===== src/rtl/instr_controller.sv =====
// instr_controller: instruction-sequencing FSM driving the datapath controls.
// Latches a 16-bit instruction on start, walks a fixed per-instruction state
// sequence and presents Moore-style control outputs plus the sign-extended
// immediate for the datapath input.
module instr_controller (
  input  logic        clk,
  input  logic        reset,
  input  logic        s,
  input  logic [15:0] in,
  output logic        w,
  output logic        illegal,
  output logic [15:0] sximm8,
  output logic [2:0]  readnum,
  output logic [2:0]  writenum,
  output logic        write,
  output logic        vsel,
  output logic        loada,
  output logic        loadb,
  output logic        loadc,
  output logic        loads,
  output logic        asel,
  output logic        bsel,
  output logic [1:0]  shift,
  output logic [1:0]  ALUop
);

  typedef enum logic [2:0] {
    WAIT, DECODE, GET_A, GET_B, ALU, WR_REG, WR_IMM
  } state_t;

  state_t      state;
  state_t      next_state;
  logic [15:0] ir;

  logic [2:0]  opcode;
  logic [1:0]  op;
  logic        is_mov_imm;
  logic        is_mov_reg;
  logic        is_alu;
  logic        is_cmp;
  logic        is_mvn;
  logic        single_operand;

  assign opcode         = ir[15:13];
  assign op             = ir[12:11];
  assign is_mov_imm     = (opcode == 3'b110) && (op == 2'b10);
  assign is_mov_reg     = (opcode == 3'b110) && (op == 2'b00);
  assign is_alu         = (opcode == 3'b101);
  assign is_cmp         = is_alu && (op == 2'b01);
  assign is_mvn         = is_alu && (op == 2'b11);
  assign single_operand = is_mov_reg || is_mvn;

  assign sximm8 = {{8{ir[7]}}, ir[7:0]};

  // State register; reset abandons any in-flight instruction
  always_ff @(posedge clk) begin
    if (reset) state <= WAIT;
    else       state <= next_state;
  end

  // Instruction register, loaded only when starting from WAIT
  always_ff @(posedge clk) begin
    if (reset)                    ir <= 16'h0000;
    else if (state == WAIT && s)  ir <= in;
  end

  // Next-state logic following the per-instruction sequence
  always_comb begin
    next_state = WAIT;
    unique case (state)
      WAIT:    next_state = s ? DECODE : WAIT;
      DECODE: begin
        if (is_mov_imm)          next_state = WR_IMM;
        else if (single_operand) next_state = GET_B;
        else if (is_alu)         next_state = GET_A;
        else                     next_state = WAIT;
      end
      GET_A:   next_state = GET_B;
      GET_B:   next_state = ALU;
      ALU:     next_state = is_cmp ? WAIT : WR_REG;
      WR_REG:  next_state = WAIT;
      WR_IMM:  next_state = WAIT;
      default: next_state = WAIT;
    endcase
  end

  // Moore control outputs decoded from the current state and latched IR
  always_comb begin
    w        = 1'b0;
    illegal  = 1'b0;
    readnum  = 3'd0;
    writenum = 3'd0;
    write    = 1'b0;
    vsel     = 1'b0;
    loada    = 1'b0;
    loadb    = 1'b0;
    loadc    = 1'b0;
    loads    = 1'b0;
    asel     = 1'b0;
    bsel     = 1'b0;
    ALUop    = 2'b00;
    shift    = (is_alu || is_mov_reg) ? ir[4:3] : 2'b00;
    unique case (state)
      WAIT:   w = 1'b1;
      DECODE: illegal = !(is_mov_imm || is_mov_reg || is_alu);
      GET_A: begin
        readnum = ir[10:8];
        loada   = 1'b1;
      end
      GET_B: begin
        readnum = ir[2:0];
        loadb   = 1'b1;
      end
      ALU: begin
        asel  = single_operand;
        ALUop = is_mov_reg ? 2'b00 : op;
        loads = is_cmp;
        loadc = !is_cmp;
      end
      WR_REG: begin
        write    = 1'b1;
        writenum = ir[7:5];
      end
      WR_IMM: begin
        write    = 1'b1;
        vsel     = 1'b1;
        writenum = ir[10:8];
      end
      default: w = 1'b0;
    endcase
  end

endmodule


===== config.mk =====
export PLATFORM = sky130hd
export DESIGN_NAME = instr_controller
export DESIGN_NICKNAME = d
export VERILOG_FILES = /design/src/rtl/instr_controller.sv
export SDC_FILE = /design/constraint.sdc
export NUM_CORES = 1
export LEC_CHECK = 0
export ABC_AREA = 1
export CAP_MARGIN = 20
export CORE_MARGIN = 2
export CORE_UTILIZATION = 37
export CTS_CLUSTER_DIAMETER = 50
export CTS_CLUSTER_SIZE = 12
export DETAILED_ROUTE_END_ITERATION = 8
export PLACE_DENSITY = 0.86
export RECOVER_POWER = 25
export SYNTH_ARGS = -nofsm -noshare
export SYNTH_HDL_FRONTEND = slang
export SYNTH_SLANG_ARGS = --single-unit

===== constraint.sdc =====
create_clock -name clk -period 1.1 [get_ports clk]
set_input_delay 0.275 -clock clk [delete_from_list [all_inputs] [get_ports clk]]
set_output_delay 0.275 -clock clk [all_outputs]
set_load 0.03 [all_outputs]

Yosys cells after proc, flatten, opt, wreduce, memory -nomap -nowiden
Index checks and enable logic that the tools add are counted.
- equality and inequality tests: 11
- mux-type cells: 20
- reduce and logical (&&, ||, !) cells: 14
- operators with widths (cell ; number):
    3-bit equality test, second input constant ; 5
    3-bit one-hot mux with 5 select lines ; 1
    3-bit one-hot mux with 2 select lines ; 2
    1-bit two-way mux ; 10
    2-bit two-way mux ; 5
    3-bit by 2-bit equality test with 1-bit output, second input constant ; 2
    3-bit two-way mux ; 2
    1-bit logical AND ; 5
    2-bit equality test, second input constant ; 2
    1-bit logical OR ; 4
    3-bit by 1-bit equality test with 1-bit output, second input constant ; 1
    3-bit logical NOT ; 1
    2-bit by 1-bit equality test with 1-bit output, second input constant ; 1
    1-bit logical NOT ; 2
    2-bit logical NOT ; 1
    2-bit OR reduction ; 1
- register bits after elaboration: 19
- output and inout port bits: 36
- word-level logic and storage cells: 47
- input port bits: 19

Depth between registers and ports, before layout
- word-level depth: 6
- mapped depth: 7
- gate-level depth less buffers: 7

Least setup slack after synthesis
Ideal clock, no wire load.
- kind: register to output
- start: register state[1]
- end: output port readnum[0]
- buffers on the path: 0
- cell stages (with the launch flop): 5
- data arrival time: 1.595 ns
- path slack: -0.770 ns
- cell sequence: dfxtp_1 inv_2 nor3_2 inv_2 o22ai_1
- word-level cells in the longest chain between the ends: 2
- elaborated cells between the ends (all ways): 3
- those cells by class: eq/ne (2); mux (1)
- RTL lines (item ; line ; source):
    start, declared ; 31 ; state_t state;
    start signal, assigned ; 58 ; else state <= next_state;
    3-bit by 2-bit equality test with 1-bit output ; 103 ; unique case (state)
    3-bit one-hot mux with 2 select lines (*) ; 103 ;
    end, declared ; 13 ; output logic [2:0] readnum,
Every way passes the cells marked *; elsewhere a longest branch is shown, timed or not.

Worst setup path in the final report
- start: register ir[14]
- end: output port asel
- word-level cells in the longest chain between the ends: 4
- elaborated cells between the ends (all ways): 6
- those cells by class: eq/ne (2); mux (1); reduce/logical (3)
- RTL lines (item ; line ; source):
    start, declared ; 33 ; logic [15:0] ir;
    start signal, assigned ; 64 ; else if (state == WAIT && s) ir <= in;
    3-bit equality test, on equally long branches ; 47, 48 ;
    1-bit logical AND, on equally long branches ; 47, 50 ;
    1-bit logical OR (*) ; 51 ; assign single_operand = is_mov_reg || is_mvn;
    1-bit two-way mux (*) ; 103 ;
    end, declared ; 21 ; output logic asel,
Marked as above.

==> flow_metrics.tcl <==
set metrics [dict create \
    number_of_clock_buffers_inserted_by_tritoncts 3 \
    timing.critical_path.required_ns 0.82 \
    mostFrequentLayoutCells "sky130_fd_sc_hd__buf_6 (43), sky130_fd_sc_hd__buf_4 (23), sky130_fd_sc_hd__a21oi_2 (18), sky130_fd_sc_hd__clkdlybuf4s50_1 (18), sky130_fd_sc_hd__inv_1 (16)" \
    postSynthAreaPerCell_sq_um 7.91 \
    synth_compound_area_share_pct 27.7 \
    row_count 20 \
    fin_ws_ns -0.572 \
    drt_drc_violations_left 0 \
    finalMaxSlewViolations 0 \
    final_common_cell "sky130_fd_sc_hd__buf_6" \
    ys_ff_latch 19 \
    synth_simple_gate_area_share_pct 17.0 \
    synth_xor_area_share_pct 0 \
    drt_wl_total_um 4240 \
    slowest_delay_ns 0.36 \
    synth_top_family_by_area "compound AO/OA/AOI/OAI gates" \
    grt.total_usage_pct 19.1 \
    input_output_buffers 53 \
    grt_pass1_vias 1138 \
    synth_area_in_adders_pct 0 \
    vdd.ir_drop.worst_uv 942 \
    final_min_period_over_clock_period_pct 152 \
    setup_repair_after_global_routing_missed_its_margin "true" \
    numPlacedInstances 248 \
    setup_total_negative_slack_ns -15.65 \
    cts_max_path_buffers 2 \
    finalCriticalPeriod_ns 1.67 \
    drtPass1Iterations 4 \
    yosysTopAreaCellShare_pct 32.5 \
    routed_wire_length_per_instance_um 15.9 \
    post_route_standard_cell_area_excluding_fillers_sq_um 2430 \
    synthDistinctLibCells 22 \
    finalSetupViolCount 47 \
    worst_ep_arrival_time_ns 1.40 \
    synth-seq-area-share_pct 32.5 \
    clk_latency_ns 0.31 \
    die-height_um 60.3 \
    post-dp-hpwl_um 2340 \
    r2r-end "ir[10]$_SDFFE_PP0P_" \
    net_count_after_synthesis 167 \
    timing.setup.critical_path_class "register to output port" \
    yosys_warnings 0 \
    outcome "finished with violations" \
    max_cap_viol_count 0 \
    cts-root-buf "sky130_fd_sc_hd__clkbuf_4" \
    power.density_nw_per_um2 815 \
    clock_skews_ns 0.00120 \
    grt_max_degree 19 \
    layoutNonFillerInstCount 266 \
    critical_path_startpoint_category "register" \
    crit_buf_inv 2 \
    critical_path.top_delay_family "flip-flops" \
    hold_viol 0 \
    regToRegStartpoint "state[2]$_SDFF_PP0_" \
    post_route_cells_drive_above_1_share_pct 74.3 \
    synthToLayoutAreaGrowth_pct 107 \
    wire_length_of_the_first_global_routing_pass_um 5130 \
    die_area_sq_um 3630 \
    worst-r2r-setup-slack_ns -0.34 \
    depth_of_the_worst_hold_timing_path 2 \
    share_of_cell_area_taken_by_muxes_after_synthesis_pct 0 \
    report.power.total_uw 1980 \
    dpl-instance-area_sq_um 1870 \
    routed-via-count 1275 \
    core_area_sq_um 3030 \
    die_x_um 60.3 \
    drt_iter0_drc 60 \
    clock_sinks 19 \
    synth_top_cells_by_area "sky130_fd_sc_hd__dfxtp_1 (32%), sky130_fd_sc_hd__a21oi_2 (11%), sky130_fd_sc_hd__buf_4 (11%)" \
    fin_util_pct 80.2 \
    worst-r2r-cell-count 6 \
    synth_top_area_cell "sky130_fd_sc_hd__dfxtp_1" \
    critical_path.endpoint_type "output port" \
    tritoncts "yes" \
    critical_path_peak_fanout 3 \
    critical_path.cell_chain "inv_1 -> nand3_2 -> o21ai_2 -> and2_4 -> buf_6" \
    num_antenna_cells 0 \
    syn_area_sq_um 1170 \
    antenna_found_initial 0 \
    static-leakage-power_uw 0.000981 \
    design.final.nets 242 \
    critical_path.slowest_cell "sky130_fd_sc_hd__dfxtp_2" \
    type_of_the_worst_min_delay_path "register to register" \
    grt-ovfl-total 0 \
    hold_path_startpoint "ir[13]$_SDFFE_PP0P_" \
    gpl.final_weighted_congestion 0.842 \
    drtAntennaViolNets 0 \
    clkSlewWorstSetupHoldPaths_ns 0.12 \
    max_freq_ghz 0.598 \
    cts-htree-levels 1 \
    min_to "ir[13]$_SDFFE_PP0P_" \
    initial_core_util_pct 38.7 \
    synthesis.instances 148 \
    design.portCount 55 \
    violations "setup timing" \
    route.detailed.vias_per_inst 4.79 \
]
cell usage after synthesis (all sizes together):
cell,n
dfxtp,19
o22ai,6
a21oi,18
nor2,10
and3,1
nand3,8
o211ai,1
buf,21
nand2,16
inv,26
and2,1
nor3,4
conb,1
o21ai,16
timing repair:
action | CTS | global route
hold buffers | 0 | 0
setup buffers | 13 | 3
setup endpoints to repair | 48 | 54
cloned | 1 | 4
pin swaps | 9 | 5
gates resized for setup | 50 | 43
final cells by class:
cell class | count | area [sq um]
Tap cell | 44 | 55.1
Clock inverter | 1 | 5.00
Inverter | 26 | 110
Sequential cell | 19 | 410
Clock buffer | 3 | 22.5
Fill cell | 161 | 599
Timing Repair Buffer | 91 | 992
Multi-Input combinational cell | 82 | 833
through the flow:
stage          worst slack (ns)  hold slack, ns
5_1_grt                  -0.654           0.532
2_1_floorplan            -0.367           0.330
4_1_cts                  -0.491           0.487
6_report                 -0.572           0.528
3_3_place_gp             -0.251           0.470
3_5_place_dp             -0.272           0.486
worst max path at each step:
| stage | startpoint | slack [ns] | endpoint | cells past startpoint |
|---|---|---|---|---|
| 6_report | ir[14]$_SDFFE_PP0P_ | -0.57 | asel | 5 |
| 5_1_grt | ir[14]$_SDFFE_PP0P_ | -0.65 | asel | 5 |
| 4_1_cts | state[0]$_SDFF_PP0_ | -0.49 | writenum[0] | 4 |
| 3_5_place_dp | s | -0.27 | ir[1]$_SDFFE_PP0P_ | 5 |
| 3_3_place_gp | s | -0.25 | ir[12]$_SDFFE_PP0P_ | 5 |
| 2_1_floorplan | state[1]$_SDFF_PP0_ | -0.37 | readnum[0] | 4 |
per-layer routing:
layer | global-route usage, % | vias up | routed length (um)
met3 | 2.60 | 12 | 145
met4 | 7.62 | 0 | 110
li1 | - | 614 | -
met2 | 32.5 | 48 | 2190
met1 | 24.2 | 601 | 1800
met5 | 0 | - | 0
registers in the layout (all words and copies together) (netlist names):
register  count
state         3
ir           16
report_power, final:
part / internal, uW / total [uW] / switching (uW)
logic: 379 / 802 / 423
clock network: 136 / 387 / 251
registers: 739 / 791 / 52.1
worst reg2reg max path, stage by stage (launching register included):
cell                      delay (ns)
sky130_fd_sc_hd__dfxtp_4        0.41
sky130_fd_sc_hd__buf_6          0.13
sky130_fd_sc_hd__nor3_4         0.25
sky130_fd_sc_hd__nand2_4        0.16
sky130_fd_sc_hd__buf_12         0.19
sky130_fd_sc_hd__o21ai_4        0.14
sky130_fd_sc_hd__a21oi_2        0.05
kinds of logic (layout without fill, tap and decap cells):
family                 count (synthesis)  after routing
buffers and inverters                 47            121
AO/OA/AOI/OAI                         41             41
AND/OR/NAND/NOR                       40             40
flip-flops                            19             19
other                                  1              1
Note: power is estimated with default switching activity, not from simulation.
